$ cat config.mk
export PLATFORM = sky130hd
export DESIGN_NAME = bp_fe_queue_ckpt
export DESIGN_NICKNAME = d
export VERILOG_FILES = /design/src/rtl/bp_common_pkg.sv /design/src/rtl/bsg_mem_1r1w.sv /design/src/rtl/bp_fe_queue_ckpt.sv
export SDC_FILE = /design/constraint.sdc
export NUM_CORES = 1
export LEC_CHECK = 0
export BUFFER_PORTS_ARGS = -buffer_cell sky130_fd_sc_hd__buf_2
export CAP_MARGIN = 20
export CORE_MARGIN = 2
export CORE_UTILIZATION = 30
export DETAILED_ROUTE_END_ITERATION = 8
export HOLD_SLACK_MARGIN = 0.15
export PLACE_DENSITY = 0.53
export SLEW_MARGIN = 15
export SYNTH_ARGS = -nofsm -noshare
export SYNTH_HDL_FRONTEND = slang
export SYNTH_SLANG_ARGS = --single-unit
export TNS_END_PERCENT = 30
$ cat constraint.sdc
create_clock -name clk_i -period 22.4 [get_ports clk_i]
set_input_delay 1.12 -clock clk_i [delete_from_list [all_inputs] [get_ports clk_i]]
set_output_delay 1.12 -clock clk_i [all_outputs]
set_load 0.03 [all_outputs]
$ cat src/rtl/bp_common_pkg.sv
`default_nettype none
// ============================================================================
//  Module      : bp_common_pkg
//  Description : Shared FE/BE interface types. Holds the processor config
//                selector, the fe_queue entry struct and the helper that
//                turns a config into an fe_queue entry width.
//  Ports       : none (package)
//  Revision    : 1.0 - initial release
// ============================================================================
package bp_common_pkg;

   typedef enum logic [1:0] {
      e_bp_inv_cfg     = 2'd0,
      e_bp_unicore_cfg = 2'd1
   } bp_params_e;

   typedef enum logic [1:0] {
      e_fe_fetch     = 2'd0,
      e_fe_exception = 2'd1
   } bp_fe_queue_type_e;

   typedef struct packed {
      bp_fe_queue_type_e msg_type;
      logic [38:0]       pc;
      logic [31:0]       instr;
   } bp_fe_queue_s;

   // Every config currently shares the same FE/BE message layout.
   function automatic int fe_queue_width(input bp_params_e cfg);
      case (cfg)
         e_bp_unicore_cfg: return $bits(bp_fe_queue_s);
         default:          return $bits(bp_fe_queue_s);
      endcase
   endfunction

endpackage
`default_nettype wire

$ cat src/rtl/bsg_mem_1r1w.sv
`default_nettype none
// ============================================================================
//  Module      : bsg_mem_1r1w
//  Description : One-write, one-read register-file memory with a synchronous
//                write port and an asynchronous (combinational) read port.
//                Contents are not reset.
//  Ports       : clk_i     - write clock
//                w_v_i     - write enable
//                w_addr_i  - write address
//                w_data_i  - write data
//                r_addr_i  - read address
//                r_data_o  - read data (combinational)
//  Revision    : 1.0 - initial release
// ============================================================================
module bsg_mem_1r1w #(
   parameter int width_p = 8,
   parameter int els_p   = 4,
   localparam int addr_width_lp = (els_p > 1) ? $clog2(els_p) : 1
) (
   input  logic                     clk_i,
   input  logic                     w_v_i,
   input  logic [addr_width_lp-1:0] w_addr_i,
   input  logic [width_p-1:0]       w_data_i,
   input  logic [addr_width_lp-1:0] r_addr_i,
   output logic [width_p-1:0]       r_data_o
);

   logic [width_p-1:0] mem_q [els_p];

   always_ff @(posedge clk_i) begin
      if (w_v_i) begin
         mem_q[w_addr_i] <= w_data_i;
      end
   end

   assign r_data_o = mem_q[r_addr_i];

endmodule
`default_nettype wire

$ cat src/rtl/bp_fe_queue_ckpt.sv
`default_nettype none
// ============================================================================
//  Module      : bp_fe_queue_ckpt
//  Description : FE->BE queue with a checkpointed (commit) read pointer.
//                Entries are issued speculatively through rptr, retired
//                through cptr, and the BE may roll rptr back to cptr or
//                flush the whole queue.
//  Ports       : clk_i            - clock
//                reset_n_i        - asynchronous active-low reset
//                fe_queue_i       - entry from the FE
//                fe_queue_v_i     - FE entry valid
//                fe_queue_ready_o - queue can accept an entry
//                fe_queue_o       - entry at the speculative read pointer
//                fe_queue_v_o     - fe_queue_o valid
//                fe_queue_yumi_i  - BE consumed fe_queue_o
//                fe_queue_deq_i   - BE committed the oldest issued entry
//                fe_queue_roll_i  - BE rolls back to the commit point
//                fe_queue_clr_i   - BE flushes the queue
//  Revision    : 1.0 - initial release
// ============================================================================
module bp_fe_queue_ckpt
   import bp_common_pkg::*;
#(
   parameter bp_params_e bp_params_p = e_bp_inv_cfg,
   parameter int         els_p       = 8,
   localparam int fe_queue_width_lp  = fe_queue_width(bp_params_p)
) (
   input  logic                         clk_i,
   input  logic                         reset_n_i,
   input  logic [fe_queue_width_lp-1:0] fe_queue_i,
   input  logic                         fe_queue_v_i,
   output logic                         fe_queue_ready_o,
   output logic [fe_queue_width_lp-1:0] fe_queue_o,
   output logic                         fe_queue_v_o,
   input  logic                         fe_queue_yumi_i,
   input  logic                         fe_queue_deq_i,
   input  logic                         fe_queue_roll_i,
   input  logic                         fe_queue_clr_i
);

   localparam int lg_els_lp = $clog2(els_p);
   localparam int ptr_w_lp  = lg_els_lp + 1;
   localparam logic [ptr_w_lp-1:0] one_lp = ptr_w_lp'(1);
   localparam logic [ptr_w_lp-1:0] els_lp = ptr_w_lp'(els_p);

   // Pointers carry an extra wrap bit so full (distance == els_p) and
   // empty (distance == 0) are distinguishable.
   logic [ptr_w_lp-1:0] wptr_q, wptr_d;
   logic [ptr_w_lp-1:0] rptr_q, rptr_d;
   logic [ptr_w_lp-1:0] cptr_q, cptr_d;
   logic [ptr_w_lp-1:0] used;
   logic                enq;

   // Occupancy is measured against the commit pointer: issued but not yet
   // committed entries must survive for a possible rollback.
   assign used             = wptr_q - cptr_q;
   assign fe_queue_ready_o = (used < els_lp);
   assign fe_queue_v_o     = (rptr_q != wptr_q);

   assign enq = fe_queue_v_i & fe_queue_ready_o & ~fe_queue_clr_i & ~fe_queue_roll_i;

   always_comb begin
      cptr_d = fe_queue_deq_i ? (cptr_q + one_lp) : cptr_q;
      rptr_d = rptr_q;
      wptr_d = wptr_q;
      if (fe_queue_clr_i) begin
         // Flush everything past the (post-deq) commit point.
         rptr_d = cptr_d;
         wptr_d = cptr_d;
      end else if (fe_queue_roll_i) begin
         // Replay from the (post-deq) commit point; new entries are dropped.
         rptr_d = cptr_d;
      end else begin
         if (fe_queue_yumi_i) rptr_d = rptr_q + one_lp;
         if (enq)             wptr_d = wptr_q + one_lp;
      end
   end

   always_ff @(posedge clk_i or negedge reset_n_i) begin
      if (!reset_n_i) begin
         wptr_q <= '0;
         rptr_q <= '0;
         cptr_q <= '0;
      end else begin
         wptr_q <= wptr_d;
         rptr_q <= rptr_d;
         cptr_q <= cptr_d;
      end
   end

   bsg_mem_1r1w #(
      .width_p (fe_queue_width_lp),
      .els_p   (els_p)
   ) mem (
      .clk_i    (clk_i),
      .w_v_i    (enq),
      .w_addr_i (wptr_q[lg_els_lp-1:0]),
      .w_data_i (fe_queue_i),
      .r_addr_i (rptr_q[lg_els_lp-1:0]),
      .r_data_o (fe_queue_o)
   );

`ifndef SYNTHESIS
   a_yumi_needs_valid : assert property (@(posedge clk_i) disable iff (!reset_n_i)
      !(fe_queue_yumi_i && !fe_queue_v_o));
   a_deq_needs_issued : assert property (@(posedge clk_i) disable iff (!reset_n_i)
      !(fe_queue_deq_i && (cptr_q == rptr_q)));
`endif

endmodule
`default_nettype wire

==> run summary <==
Final Critical Period: 5.31 ns
Starting density of the core: 0.304
Worst setup SP type: register
Port buffer count: 154
HPWL Detailed: 26.6 mm
DRC viols: 0
Crit path capture type: output pin
Mapped cell area: 0.0227 mm²
CTS tree: yes
Cell Area, Placed: 0.0246 mm²
Antenna-violating nets left: 0
Avg Inst Size Synth: 24.3 µm²
Clock sink total: 596
Clk slew on worst S/H paths: 0.06 ns
Ys Warns: 0
Crit Path Max Fanout: 44
Synthesized Nets: 1018
Relative slew margins: 0.291
Row count: 100
DR WL/cell: 23.1 µm
Die Ht: 279 µm
Layout area overhead: 18.2%
Post-synthesis cell count: 933
Max-slew violations: 0
GR Util All Layers: 0.130
Num CTS Buffers: 69
Final hold slack: 0.411 ns
Final GP Congestion: 0.693
Initial antenna violation count: 7
DR vias: 10176
WL final: 49.8 mm
Reg2reg setup slack: 18.44 ns
Flops & latches, synth: 596
Number of global-route vias before repair: 11053
Final nets: 1219
Inst Count DP: 2032
Fraction of layout cells with a size suffix above 1: 0.430
First-pass GRT wire length: 74.0 mm
Postcts setup bufs: 0
Final hold vios: 0
Req. time, crit path: 21.28 ns
CTS H-tree depth: 3
Skew-Pair Late Insertion Delay: 0.59 ns
Worst Hold Class: primary input to asynchronous set/reset pin
Worst R2R End: mem.mem_q[3][30]$_DFFE_PP_
Worst-Margin Slew: 1.06 ns
Post-route clock skew: 0.0191 ns
R2r startpoint: wptr_q[2]$_DFFE_PN0P_
Die width: 279 µm
RSZ-0062 raised after global routing: no
Crit path DAT: 4.19 ns
Drt first pass iters: 4
CP Capture Point: fe_queue_o[20]
Pwr Density: 129 mW/mm²
Critical path origin: rptr_q[0]$_DFFE_PN0P_
Root buf cell: clkbuf_16
Area leader, netlist: edfxtp_1
Hold_buf cts: 0
Via/cell ratio: 4.72
Grt ovf: 0
Design area: 0.0268 mm²
Lkg Pwr: 8.60 nW
Status: complete, no violations
Cells on worst reg2reg path: 8
Post-CTS resize count: 0
Top-Level Pins: 155
TNS Setup: 0 ns
Register area share after synthesis: 0.786
Final period util: 0.237
Top cells by area, synth: edfxtp_1, mux4_2, mux2_2, dfrtp_1, buf_6
Max-Cap Viols: 0
Placeable Area: 0.0747 mm²
Worst ir drop on vdd: 99.8 µV
Fmax: 188 MHz
Area fraction of the dominant cell type after synthesis: 0.773
Post-synth cell types: 30
Final Core Density: 0.359
Non-Filler Instances: 2155
Final setup viols: 0
Largest net degree at the start of global routing: 151
Die footprint: 0.0779 mm²
First DRT Iteration DRCs: 647
Largest buffer count on any clock path: 3
Critical path class: register to output pin
## cells in the mapped netlist, drive strengths merged
cell type and instances:
xnor2 8, and3b 1, nor2b 1, or2 1, and3 1, nand2 6, edfxtp 584, mux4 146
buf 29, nor3 2, o21ai 4, a31oi 2, inv 6, or3 2, xor2 4, dfrtp 12
mux2i 4, nand4 3, nand3 3, ha 5, nor2 13, a21oi 5, clkbuf 15, nand2b 3
mux2 73
## stage by stage
stage,worst slack [ns],total power [W]
floorplan,14.86,0.00215
global placement,17.48,0.00244
detailed placement,17.48,0.00244
CTS,16.82,0.00354
global route,16.67,0.00363
finish,17.09,0.00346
## power by group
| part | switching, W | internal [W] | leakage, nW |
|---|---|---|---|
| Sequential | 0.0000595 | 0.00128 | 5.39 |
| Combinational | 0.000599 | 0.000439 | 2.14 |
| Clock | 0.000441 | 0.000641 | 1.07 |
## metal layers
metal | GRT usage | wire length [µm] | vias up
li1 | - | - | 4379
met1 | 0.174 | 22300 | 5480
met2 | 0.209 | 23800 | 225
met3 | 0.0327 | 2620 | 84
met4 | 0.0375 | 989 | 8
met5 | 0 | 52 | -
## worst min path at each step
| stage | start | end | slack [ns] |
|---|---|---|---|
| finish | reset_n_i | cptr_q[3]$_DFF_PN0_ | 0.41 |
| global route | reset_n_i | cptr_q[3]$_DFF_PN0_ | 0.40 |
| CTS | reset_n_i | cptr_q[3]$_DFF_PN0_ | 0.37 |
| detailed placement | cptr_q[0]$_DFF_PN0_ | cptr_q[0]$_DFF_PN0_ | 0.56 |
| global placement | cptr_q[3]$_DFF_PN0_ | cptr_q[3]$_DFF_PN0_ | 0.56 |
| floorplan | cptr_q[2]$_DFF_PN0_ | cptr_q[2]$_DFF_PN0_ | 0.51 |
## registers in the layout, indices dropped and copies added, names as in the netlist
register	count
wptr_q	4
cptr_q	4
rptr_q	4
mem.mem_q	584
## cell usage in the layout (no fill, tap or decap), types with 4 or more instances in the layout
master / count
mux2_2: 73
a21oi_1: 5
buf_2: 154
clkbuf_1: 10
dfrtp_1: 9
clkbuf_16: 69
xnor2_1: 8
bufinv_16: 6
nor2_4: 6
mux4_2: 146
nor2_1: 6
xor2_1: 4
clkinv_1: 11
ha_1: 5
edfxtp_1: 584
inv_6: 6
buf_4: 19
nand2_1: 6
clkinv_2: 13
inv_1: 6
## kinds of logic (layout without fill, tap and decap cells)
group | Yosys count | count (layout) | share of synthesized area
xor gates and xnor gates | 12 | 12 | 0.00463
and+or+nand+nor | 36 | 36 | 0.00777
DFF | 596 | 596 | 0.786
other | 0 | 1 | 0
adders and majority gates | 5 | 5 | 0.00276
AOI/OAI and AO/OA | 11 | 11 | 0.00270
muxes | 223 | 223 | 0.183
buffers and inverters | 50 | 302 | 0.0131
## area by class of cell
class / instances / area, µm²
flip-flops and latches: 596 / 17800
fillers: 6794 / 47900
repair buffers: 174 / 933
clock inverters: 42 / 404
inverters: 6 / 22.5
multi-input cells: 287 / 4610
clock buffers: 80 / 1780
diodes: 1 / 2.50
well taps: 969 / 1210
## critical path, stage by stage (launching register included)
cell     delay (ns)
dfrtp_4        0.86
buf_4          0.73
buf_4          0.83
mux4_2         0.59
mux2_2         0.30
buf_2          0.18
No activity file was read; power rests on OpenSTA's default activity.
